<file path="src/rtl/dmem_bridge.sv">
// Data-memory bridge: turns the datapath's combinational load/store into a req/ack bus access and stalls the core until it completes.
// Optional bus timeout is built when DMEM_BRIDGE_TIMEOUT_EN is defined; otherwise BUSY waits for ack indefinitely and bus_err is 0.
module dmem_bridge #(
  parameter int          AW      = 16,
  parameter int          TIMEOUT = 255,
  parameter logic [31:0] ERRDATA = 32'hDEADBEEF
) (
  input  logic          clk,
  input  logic          reset,
  input  logic          memread,
  input  logic          memwrite,
  input  logic [31:0]   addr,
  input  logic [31:0]   wdata,
  output logic [31:0]   rdata,
  output logic          stall,
  output logic          bus_req,
  output logic          bus_we,
  output logic [AW-1:0] bus_addr,
  output logic [31:0]   bus_wdata,
  input  logic          bus_ack,
  input  logic [31:0]   bus_rdata,
  output logic          bus_err
);

  typedef enum logic [1:0] {
    IDLE = 2'd0,
    BUSY = 2'd1,
    DONE = 2'd2
  } state_t;

  state_t      state;
  state_t      state_nx;
  logic        access;
  logic        stall_c;
  logic        expire;
  logic [31:0] rdata_q;

  assign access = memread | memwrite;

  always_ff @(posedge clk or negedge reset) begin
    if (!reset) begin
      state <= IDLE;
    end else begin
      state <= state_nx;
    end
  end

  always_comb begin
    state_nx = state;
    stall_c  = 1'b0;
    case (state)
      IDLE: begin
        if (access) begin
          state_nx = BUSY;
          stall_c  = 1'b1;
        end
      end
      BUSY: begin
        stall_c = 1'b1;
        if (bus_ack || expire) begin
          state_nx = DONE;
        end
      end
      DONE: begin
        state_nx = IDLE;
      end
      default: begin
        state_nx = IDLE;
      end
    endcase
  end

  // Gate with reset so a held load/store cannot stall the core while in reset.
  assign stall   = stall_c & reset;
  assign bus_req = (state == BUSY);

  // Request attributes are captured once so they stay stable for the whole BUSY phase.
  always_ff @(posedge clk or negedge reset) begin
    if (!reset) begin
      bus_we    <= 1'b0;
      bus_addr  <= '0;
      bus_wdata <= '0;
    end else if (state == IDLE && access) begin
      bus_we    <= memwrite;
      bus_addr  <= addr[AW-1:0];
      bus_wdata <= wdata;
    end
  end

  always_ff @(posedge clk or negedge reset) begin
    if (!reset) begin
      rdata_q <= '0;
    end else if (state == BUSY && !bus_we) begin
      if (bus_ack) begin
        rdata_q <= bus_rdata;
      end else if (expire) begin
        rdata_q <= ERRDATA;
      end
    end
  end

  assign rdata = rdata_q;

`ifdef DMEM_BRIDGE_TIMEOUT_EN
  localparam int CW = ($clog2(TIMEOUT + 1) > 8) ? $clog2(TIMEOUT + 1) : 8;

  logic [CW-1:0] tmo_cnt;
  logic          err_q;

  // Held at zero outside BUSY, which clears it on every entry to BUSY.
  always_ff @(posedge clk or negedge reset) begin
    if (!reset) begin
      tmo_cnt <= '0;
    end else if (state != BUSY) begin
      tmo_cnt <= '0;
    end else if (!bus_ack) begin
      tmo_cnt <= tmo_cnt + CW'(1);
    end
  end

  // An ack in the expiry cycle wins.
  assign expire = (state == BUSY) && !bus_ack && (tmo_cnt == CW'(TIMEOUT - 1));

  always_ff @(posedge clk or negedge reset) begin
    if (!reset) begin
      err_q <= 1'b0;
    end else if (expire) begin
      err_q <= 1'b1;
    end
  end

  assign bus_err = err_q;
`else
  logic [31:0] unused_tmo;

  assign unused_tmo = 32'(TIMEOUT);
  assign expire     = 1'b0;
  assign bus_err    = 1'b0;
`endif

  logic unused_addr_hi;
  assign unused_addr_hi = ^addr[31:AW];

endmodule

</file>
<file path="config.mk">
export PLATFORM = sky130hd
export DESIGN_NAME = dmem_bridge
export DESIGN_NICKNAME = d
export VERILOG_FILES = /design/src/rtl/dmem_bridge.sv
export SDC_FILE = /design/constraint.sdc
export NUM_CORES = 1
export LEC_CHECK = 0
export ABC_AREA = 1
export BUFFER_PORTS_ARGS = -buffer_cell sky130_fd_sc_hd__buf_2
export CAP_MARGIN = 0
export CELL_PAD_IN_SITES_DETAIL_PLACEMENT = 0
export CELL_PAD_IN_SITES_GLOBAL_PLACEMENT = 1
export CORE_MARGIN = 1.5
export CORE_UTILIZATION = 28
export CTS_CLUSTER_SIZE = 25
export DETAILED_ROUTE_END_ITERATION = 8
export GPL_TIMING_DRIVEN = 1
export PLACE_DENSITY_LB_ADDON = 0.1
export SETUP_SLACK_MARGIN = 0.15
export SYNTH_ARGS = -nofsm -noshare
export SYNTH_HDL_FRONTEND = slang
export SYNTH_SLANG_ARGS = --single-unit
</file>
<file path="constraint.sdc">
create_clock -name clk -period 1.03 [get_ports clk]
set_input_delay 0 -clock clk [delete_from_list [all_inputs] [get_ports clk]]
set_output_delay 0 -clock clk [all_outputs]
set_load 0.02 [all_outputs]
</file>
==> results of run 1 <==
[sequential cells by signal, summed over array words and instances, names as in the netlist]
register and flops:
bus_wdata 32, rdata 32, bus_addr 16, state 2, bus_we 1
[metrics by stage]
step                util (%)  std cells  hold slack, ns
floorplan                  -        368          -0.296
global placement        38.1        669           0.104
detailed placement      38.1        669           0.110
CTS                     54.2        785           0.249
global route            59.0        812           0.401
finish                  59.0        812           0.320
[power groups by stage]
stage / Clock [W] / Sequential, W / Combinational [W]
final: 0.00286 / 0.00600 / 0.0123
after global routing: 0.00311 / 0.00616 / 0.0132
after CTS: 0.00296 / 0.00589 / 0.0105
after detailed placement: 0 / 0.00567 / 0.00739
after global placement: 0 / 0.00564 / 0.00733
after floorplan: 0 / 0.00752 / 0.00272
[cell families (layout without fill, tap and decap cells)]
logic type | count (synthesis) | count (layout) | share of synthesized area, %
flip-flops | 83 | 83 | 62.8
AO/OA/AOI/OAI | 2 | 2 | 0.341
other | 1 | 1 | 0.113
AND/OR/NAND/NOR | 251 | 251 | 31.9
buffers and inverters | 31 | 332 | 4.81
[layer usage]
metal	routed length (um)	vias to the layer above	global-route usage, %
li1	-	1773	-
met1	4920	1713	21.6
met2	6000	118	32.2
met3	607	14	4.35
met4	168	0	6.58
met5	0	-	0
[worst min path at each step]
stage	cells past startpoint	start	to	slack, ns
floorplan	0	reset	bus_addr[0]	-0.30
global placement	2	reset	rdata[2]	0.10
detailed placement	2	reset	bus_addr[15]	0.11
CTS	6	memread	bus_we	0.25
global route	3	reset	rdata[29]	0.40
finish	3	reset	state[0]	0.32
[placed cells by master, fill, tap and decap left out, drive strengths merged]
| cell | n |
|---|---|
| buf | 224 |
| nand2 | 167 |
| dlygate4sd3 | 83 |
| dfrtp | 83 |
| nand3 | 80 |
| clkbuf | 19 |
| inv | 6 |
| nor2 | 4 |
| a31oi | 1 |
| o21ai | 1 |
| conb | 1 |
[worst min-delay path, stage by stage]
cell and delay (ns):
buf_4 0.09, dlygate4sd3_1 0.60, buf_12 0.38
[area by class of cell]
type,instances,share of cell area (%)
timing repair buffer,312,44.5
sequential,83,30.7
multi-input combinational,254,18.0
clock buffer,14,3.75
tap,143,2.64
inverter,6,0.407
[what timing repair did]
item | in CTS | in global routing
pin swaps | 11 | 2
endpoints found under the setup margin | 143 | 163
buffers inserted | 14 | 22
hold endpoints to repair | 166 | 0
hold buffers | 83 | 0
resized for setup | 157 | 67
cloned | 5 | 5
==> out/metrics.yaml, run 1 <==
run_status:
  status: "finished with violations"
  violations: "negative setup slack"
clock_tree:
  cts_num_sinks: 83
  clk-insertion-delay-late_ns: 0.33
  root_buffer: "clkbuf_16"
  cts.path.max_buffers: 2
  cts.clk_slew.worst_paths_ns: 0.06
  htree_levels: 3
  cts-buffers-inserted: 9
  cts_tree: "yes"
final_layout:
  fillers: 986
  num_antenna_cells: 0
  stdcell_area_um2: 6770
  drive_gt1_share_pct: 40.2
  nets: 767
  area_growth_pct: 105
  multi_input_area_um2: 1220
  ff_latch_area_um2: 2080
worst_hold_path:
  hold_path.class: "primary input to asynchronous set/reset pin"
timing:
  fmax_mhz: 781
  fin_worst_skew_ns: 0.00362
  hold_viol_final: 0
  timing.final.crit_share_pct: 124
  fin_ws_ns: -0.250
  tns_ns: -17.45
  finalMaxSlewViolations: 0
  rsz0062_at_grt: "true"
  setup_viol: 84
  min_period_ns: 1.28
critical_path:
  start_kind: "flop"
  cp_data_arrival_time_ns: 1.55
  reg2reg_to: "bus_wdata[22]"
  worstPathCellList: "buf_6, nor2_4, buf_8, buf_12, clkbuf_16, nand3_1, nand2_1"
  end_kind: "flop"
  critical_path.top_delay_family: "buffers and inverters"
  reg2reg_slack_ns: -0.25
  critPathRequiredTime_ns: 1.30
  reg2regPathDepth: 7
  cp-startpoint: "state[0]"
  worst-path-stages: 7
  crit_end: "bus_wdata[22]"
  crit_slowest_cell: "dfrtp_1"
  path_max_fanout: 5
  crit_type: "flop to flop"
  critical_path_buf_inv_count: 4
  cpPeakStageDelay_ns: 0.39
  r2r-start: "state[0]"
logic_synthesis:
  syn-cell-area_um2: 3310
  ys_seq_elements: 83
  synth_edf_count: 0
  ys_seq_area_share_pct: 62.8
  synth.most_common_cell: "nand2_1"
  async_flop_share_pct: 100
  synth_top_area_cell: "dfrtp_1"
  yosysWarnings: 0
  synth_nets: 469
  synth_top_cell_area_share_pct: 62.8
  synthCells: 368
  synth_commonest_cells: "167 x nand2_1, 83 x dfrtp_1, 80 x nand3_1"
  synth.distinct_cells: 15
  yosys-top-cells-area: "dfrtp_1 63%, nand2_1 19%, nand3_1 12%"
  synth_ff_type: "dfrtp_1"
  syn_avg_cell_area_um2: 8.98
placement:
  hpwl_um: 6490
  place_congestion: 0.735
  place_area_um2: 4370
  port_buffers: 167
  place_ws_ns: -0.214
die:
  die_x_um: 112
  std_cell_rows: 39
  die_h_um: 112
  initial_core_util_pct: 28.8
  die_area_um2: 12500
  core_area_um2: 11500
  ios: 185
pwr:
  cellPowerDensity_nw_per_um2: 3130
  leakage_nw: 3.53
  netSwitchingPower_w: 0.00812
  power.total_w: 0.0212
  power_frac_seq_pct: 28.3
  pwr-share-clk_pct: 13.5
  combPwrFrac_pct: 58.2
  p_sw_share_pct: 38.3
  peakVddDrop_uv: 1720
  internal_power_w: 0.0131
detailed_routing:
  wl_per_cell_um: 14.4
  vias: 3618
  first_pass_iters: 4
  drt_iter0_markers: 229
  ant_nets: 0
  drc_errors: 0
  routed_wl_um: 11700
  vias_per_cell: 4.46
job:
  drv_cap: 0
global_route:
  grt_pass1_wl_um: 18100
  grt_max_degree: 84
  grt_pass1_vias: 3650
  track_usage_pct: 18.3
  antenna_found_initial: 0
  grt_overflow: 0
No activity file was read; power rests on OpenSTA's default activity.
==> inputs of run 2 (changes only) <==
--- a/config.mk
+++ b/config.mk
@@ -12,2 +12,3 @@
 export CELL_PAD_IN_SITES_GLOBAL_PLACEMENT = 1
+export CORE_ASPECT_RATIO = 0.6
 export CORE_MARGIN = 1.5
==> constraint.sdc (replaced) <==
create_clock -name clk -period 1.03 [get_ports clk]
set_input_delay 0.2575 -clock clk [delete_from_list [all_inputs] [get_ports clk]]
set_output_delay 0.2575 -clock clk [all_outputs]
set_load 0.02 [all_outputs]
==> run 2 against run 1 <==
The flow finishes with violations (negative hold slack, negative setup slack); count of clock-buffer cells in the layout fell by 4; total power rose by 9.6%; sequential power barely moved; critical path depth fell by 3; clock skew rose by 0.0032 ns; clock power rose by 9.8%; largest power group unchanged.
==> out/metrics.yaml, run 2 (synthesis gave the netlist of run 1 again) <==
critical_path:
  critical_path.top_delay_family: "flip-flops"
  end_kind: "output port"
  r2r-start: "state[0]"
  path_max_fanout: 2  # -3
  critPathRequiredTime_ns: 0.77  # -0.53 ns
  cp_data_arrival_time_ns: 1.17  # -0.38 ns
  crit_end: "stall"
  cp-startpoint: "state[0]"
  crit_type: "flop to output port"
  critical_path_buf_inv_count: 3  # -1
  worstPathCellList: "inv_2, buf_4, a31oi_4, buf_6"
  reg2regPathDepth: 7  # unchanged
  worst-path-stages: 4  # -3
  reg2reg_slack_ns: -0.31  # -0.06 ns
  crit_slowest_cell: "dfrtp_1"
  reg2reg_to: "bus_addr[12]"
  cpPeakStageDelay_ns: 0.38  # about the same
  start_kind: "flop"
pwr:
  pwr-share-clk_pct: 13.5  # about the same
  power_frac_seq_pct: 25.8  # -2.5 points
  netSwitchingPower_w: 0.00878  # +8.1%
  leakage_nw: 3.41  # -3.5%
  peakVddDrop_uv: 1370  # -20%
  power.total_w: 0.0232  # +9.6%
  p_sw_share_pct: 37.8  # -0.52 points
  cellPowerDensity_nw_per_um2: 3600  # +15%
  combPwrFrac_pct: 60.7  # +2.5 points
  internal_power_w: 0.0145  # +10%
final_layout:
  fillers: 1018  # +3.2%
  num_antenna_cells: 0  # unchanged
  drive_gt1_share_pct: 52.1  # +12 points
  nets: 709  # -7.6%
  ff_latch_area_um2: 2080  # about the same
  layout_commonest_cell: "nand2_1"
  multi_input_area_um2: 1300  # +6.9%
  fin_cells: 772  # -4.9%
  area_growth_pct: 95.2
  final_cell_mix: "140 x nand2_1, 92 x buf_6, 83 x buf_2"
  fin_util_pct: 56.5  # -2.5 points
detailed_routing:
  routed_wl_um: 11800  # +0.61%
  vias_per_cell: 4.40  # -1.3%
  vias: 3395  # -6.2%
  drt_iter0_markers: 122  # -47%
  first_pass_iters: 4  # unchanged
  wl_per_cell_um: 15.2  # +5.8%
  ant_nets: 0  # unchanged
  drc_errors: 0  # unchanged
global_route:
  grt_overflow: 0  # unchanged
  grt_max_degree: 49  # -42%
  antenna_found_initial: 0  # unchanged
  track_usage_pct: 19.7  # +1.5 points
  grt_pass1_vias: 3448  # -5.5%
  grt_pass1_wl_um: 18500  # +2.3%
clock_tree:
  cts_tree: "yes"
  cts.clk_slew.worst_paths_ns: 0.06  # about the same
  root_buffer: "clkbuf_16"
  clk-insertion-delay-late_ns: 0.33  # about the same
  htree_levels: 3  # unchanged
  cts_num_sinks: 83  # unchanged
  cts.path.max_buffers: 2  # unchanged
  cts-buffers-inserted: 9  # unchanged
run_status:
  violations: "negative hold slack, negative setup slack"
  status: "finished with violations"
die:
  die_x_um: 143  # +28%
  die_h_um: 87.2  # -22%
  initial_core_util_pct: 29.0  # +0.14 points
  die_area_um2: 12500  # +0.17%
  core_area_um2: 11400  # -0.49%
  ios: 185  # unchanged
  std_cell_rows: 30  # -23%
job:
  drv_cap: 0  # unchanged
placement:
  port_buffers: 167  # unchanged
  hpwl_um: 6440  # -0.76%
  place_inst: 689  # +3.0%
  place_congestion: 0.742  # +0.95%
timing:
  whs_ns: -0.0845  # -0.404 ns
  finalMaxSlewViolations: 0  # unchanged
  rsz0062_at_grt: "true"
  setup_viol: 166  # +98%
  fin_ws_ns: -0.402  # -0.152 ns
  fin_worst_skew_ns: 0.00681  # +0.00319 ns
  timing.final.crit_share_pct: 139  # +15 points
  min_period_ns: 1.43  # +0.152 ns
  hold_viol_final: 17  # +17
  fmax_mhz: 698  # -11%
worst_hold_path:
  hold_path.class: "primary input to asynchronous set/reset pin"
==> run 2: changes by cell type in the layout (fill, tap and decap cells not counted), moves of 7 or more <==
| cell | before | now |
|---|---|---|
| dlygate4sd3_1 | 83 | 0 |
| nand3_1 | 61 | 68 |
| nand2_4 | 1 | 10 |
| buf_16 | 5 | 14 |
| nand2_1 | 164 | 140 |
| nand2_2 | 1 | 16 |
| buf_4 | 35 | 45 |
| nand3_2 | 19 | 11 |
==> run 2: worst reg2reg max path, stage by stage, from the launching register on <==
cell and delay, ns:
dfrtp_1 0.40, buf_4 0.15, nor2_4 0.16, buf_12 0.17
buf_6 0.12, buf_16 0.13, nand3_1 0.08, nand2_1 0.08
==> run 2: area by class of cell <==
type                       count  share of cell area, %
clock buffer                  10                   3.55
timing repair buffer         254                   39.8
multi-input combinational    254                   20.2
tap                          160                   3.10
clock inverter                 5                  0.853
sequential                    83                   32.2
inverter                       6                  0.349
==> run 2: per-layer routing <==
layer	share of wire [%]	GRT usage (%)	up-vias
met4	0.76	4.73	0
met5	0	0	-
met2	44	29.6	108
li1	-	-	1665
met1	48	28.2	1614
met3	7.4	5.50	8
==> run 2: timing repair <==
item | CTS | global route
endpoints found under the setup margin | 165 | 166
pin swaps | 34 | 19
gates resized for setup | 215 | 44
gates cloned | 14 | 1
buffers inserted | 31 | 22
endpoints found under the hold margin | 17 | 17
==> run 2: worst min-delay path by stage <==
stage	endpoint	slack [ns]
finish	rdata[21]	-0.08
global route	rdata[21]	-0.07
CTS	bus_wdata[12]	-0.09
detailed placement	rdata[27]	0.28
global placement	bus_wdata[23]	0.28
floorplan	bus_addr[0]	-0.04
==> run 2: power by group through the flow <==
stage	logic [W]	registers, W	clock network (W)
floorplan	0.00275	0.00752	0
global placement	0.00750	0.00563	0
detailed placement	0.00757	0.00564	0
CTS	0.0131	0.00594	0.00323
global route	0.0151	0.00616	0.00334
finish	0.0141	0.00599	0.00314
==> run 2: per-stage QoR <==
stage | area (um^2) | TNS [ns] | worst slack (ns)
global placement | 4470 | -8.02 | -0.141
finish | 6450 | -29.97 | -0.402
floorplan | 3360 | -0.908 | -0.0169
CTS | 6100 | -31.06 | -0.400
detailed placement | 4470 | -8.68 | -0.163
global route | 6450 | -37.53 | -0.439
==> inputs of run 3 (changes only) <==
- SKIP_LAST_GASP: default -> 1
==> run 3 against run 2 <==
The run still ends with negative hold slack, negative setup slack left; routed wire length grew 2.4%; maximum frequency grew 0.26%; utilization grew 1.9 points; via count grew 1.1%; sequential power grew 0.7%; combinational power grew 5%; register-to-register slack lost 0.03 ns; setup slack gained 0.0037 ns; critical path depth is the same; final area grew 3.4%; count of clock-buffer cells in the layout is the same; critical path type unchanged; critical endpoint unchanged; largest power group unchanged.
==> out/metrics.yaml, run 3 (synthesis gave the netlist of run 1 again) <==
critical_path:
  start_kind: "flop"
  end_kind: "output port"
  critPathRequiredTime_ns: 0.77  # about the same
  cp_data_arrival_time_ns: 1.17  # about the same
  r2r-start: "state[0]"
  cp-startpoint: "state[0]"
  cpPeakStageDelay_ns: 0.38  # about the same
  path_max_fanout: 2  # unchanged
  crit_type: "flop to output port"
  crit_slowest_cell: "dfrtp_1"
  worstPathCellList: "inv_2, buf_4, a31oi_4, buf_6"
timing:
  tns_ns: -31.53  # -1.57 ns
  fin_ws_ns: -0.398  # +0.00366 ns
  whs_ns: -0.0848  # -0.000354 ns
  timing.final.crit_share_pct: 139  # -0.36 points
  hold_viol_final: 17  # unchanged
  finalMaxSlewViolations: 0  # unchanged
  min_period_ns: 1.43  # -0.00366 ns
  fin_worst_skew_ns: 0.00661  # -0.000205 ns
  rsz0062_at_grt: "true"
  fmax_mhz: 700  # +0.26%
  setup_viol: 166  # unchanged
placement:
  place_ws_ns: -0.163  # unchanged
  port_buffers: 167  # unchanged
  place_congestion: 0.742  # unchanged
  hpwl_um: 6440  # unchanged
  place_inst: 689  # unchanged
detailed_routing:
  vias: 3433  # +1.1%
  vias_per_cell: 4.41  # +0.34%
  wl_per_cell_um: 15.5  # +1.6%
  routed_wl_um: 12100  # +2.4%
  drc_errors: 0  # unchanged
  first_pass_iters: 4  # unchanged
  ant_nets: 0  # unchanged
  drt_iter0_markers: 109  # -11%
final_layout:
  drive_gt1_share_pct: 56.5  # +4.3 points
  final_cell_mix: "133 x nand2_1, 97 x buf_6, 83 x buf_2"
  fin_cells: 778  # +0.78%
  layout_commonest_cell: "nand2_1"
  fillers: 1006  # -1.2%
  area_growth_pct: 102
  nets: 715  # +0.85%
  num_antenna_cells: 0  # unchanged
worst_hold_path:
  hold_path.class: "primary input to asynchronous set/reset pin"
clock_tree:
  cts.clk_slew.worst_paths_ns: 0.06  # about the same
  clk-insertion-delay-late_ns: 0.34  # about the same
  cts_tree: "yes"
  cts_num_sinks: 83  # unchanged
  htree_levels: 3  # unchanged
  cts.path.max_buffers: 2  # unchanged
  cts-buffers-inserted: 9  # unchanged
  root_buffer: "clkbuf_16"
global_route:
  grt_pass1_wl_um: 18400  # -0.59%
  grt_pass1_vias: 3435  # -0.38%
  use_met2_pct: 29.6  # -0.088 points
  met3_usage_pct: 5.50  # unchanged
  grtUsageMet1_pct: 28.0  # -0.21 points
  top_usage_layer: "met2"
  antenna_found_initial: 0  # unchanged
  grt_overflow: 0  # unchanged
  track_usage_pct: 19.7  # -0.096 points
  grt_max_degree: 49  # unchanged
die:
  ios: 185  # unchanged
  die_h_um: 87.2  # unchanged
  std_cell_rows: 30  # unchanged
  die_area_um2: 12500  # unchanged
  core_area_um2: 11400  # unchanged
  initial_core_util_pct: 29.0  # unchanged
  die_x_um: 143  # unchanged
pwr:
  cellPowerDensity_nw_per_um2: 3590  # -0.28%
  combPwrFrac_pct: 61.7  # +1.0 points
  p_sw_share_pct: 37.9  # +0.18 points
  power_frac_seq_pct: 25.2  # -0.6 points
  peakVddDrop_uv: 1330  # -2.6%
  internal_power_w: 0.0149  # +2.8%
  pwr-share-clk_pct: 13.1  # -0.4 points
  netSwitchingPower_w: 0.00909  # +3.6%
  leakage_nw: 3.47  # +1.7%
run_status:
  violations: "negative hold slack, negative setup slack"
  status: "finished with violations"
job:
  drv_cap: 0  # unchanged
[run 3: changes by cell type in the layout (fill, tap and decap cells not counted), moves of 3 or more]
cell,delta
nand3_1,-17
buf_6,+5
nand2_4,+4
nand3_2,+16
nand2_1,-7
nand2_2,+3
[run 3: worst paths after layout]
check | depth (start not counted) | to | slack (ns)
min in group clk | 2 | state[0] | 0.12
setup reg to reg | 9 | rdata[4] | -0.34
max in group asynchronous | 3 | state[1] | 0.55
setup / recovery | 4 | stall | -0.40
hold / removal | 2 | rdata[14] | -0.08
hold reg to reg | 2 | bus_wdata[10] | 0.49
[run 3: metrics by stage]
step / hold WS (ns) / util [%] / cell area, um^2 / total power [W]
after floorplan: -0.0381 / - / 3360 / 0.0103
after global placement: 0.280 / 39.2 / 4470 / 0.0131
after detailed placement: 0.279 / 39.2 / 4470 / 0.0132
after CTS: -0.0859 / 53.3 / 6080 / 0.0222
after global routing: -0.0679 / 58.4 / 6670 / 0.0253
final: -0.0848 / 58.4 / 6670 / 0.0240
[run 3: layout make-up]
class,count,area (um^2),share of cell area [%]
repair buffers,260,2650,39.7
well taps,160,200,3.00
clock buffers,10,229,3.43
inverters,6,25.0,0.375
multi-input cells,254,1430,21.4
clock inverters,5,55.1,0.826
flip-flops and latches,83,2080,31.2
[run 3: per-layer routing]
layer  vias up  routed length [um]
met2       111                5370
met3         8                 832
met4         0                  90
met5         -                   0
met1      1641                5750
li1       1673                   -
[run 3: worst max-delay path: cells and delay by family (launching register included)]
| family | cells | cell delay (ns) |
|---|---|---|
| DFF | 1 | 0.38 |
| AOI/OAI and AO/OA | 1 | 0.12 |
| buffers and inverters | 3 | 0.34 |
[run 3: power by group through the flow]
stage               logic [W]  clock network, W  registers [W]
detailed placement    0.00757                 0        0.00564
CTS                    0.0130           0.00323        0.00594
global route           0.0158           0.00334        0.00621
floorplan             0.00275                 0        0.00752
global placement      0.00750                 0        0.00563
finish                 0.0148           0.00315        0.00603
[run 3: what timing repair did]
action | CTS | global route
endpoints found under the hold margin | 17 | 17
setup endpoints to repair | 165 | 166
pin swaps | 31 | 37
cloned | 14 | 1
gates resized for setup | 209 | 87
setup buffers | 31 | 28
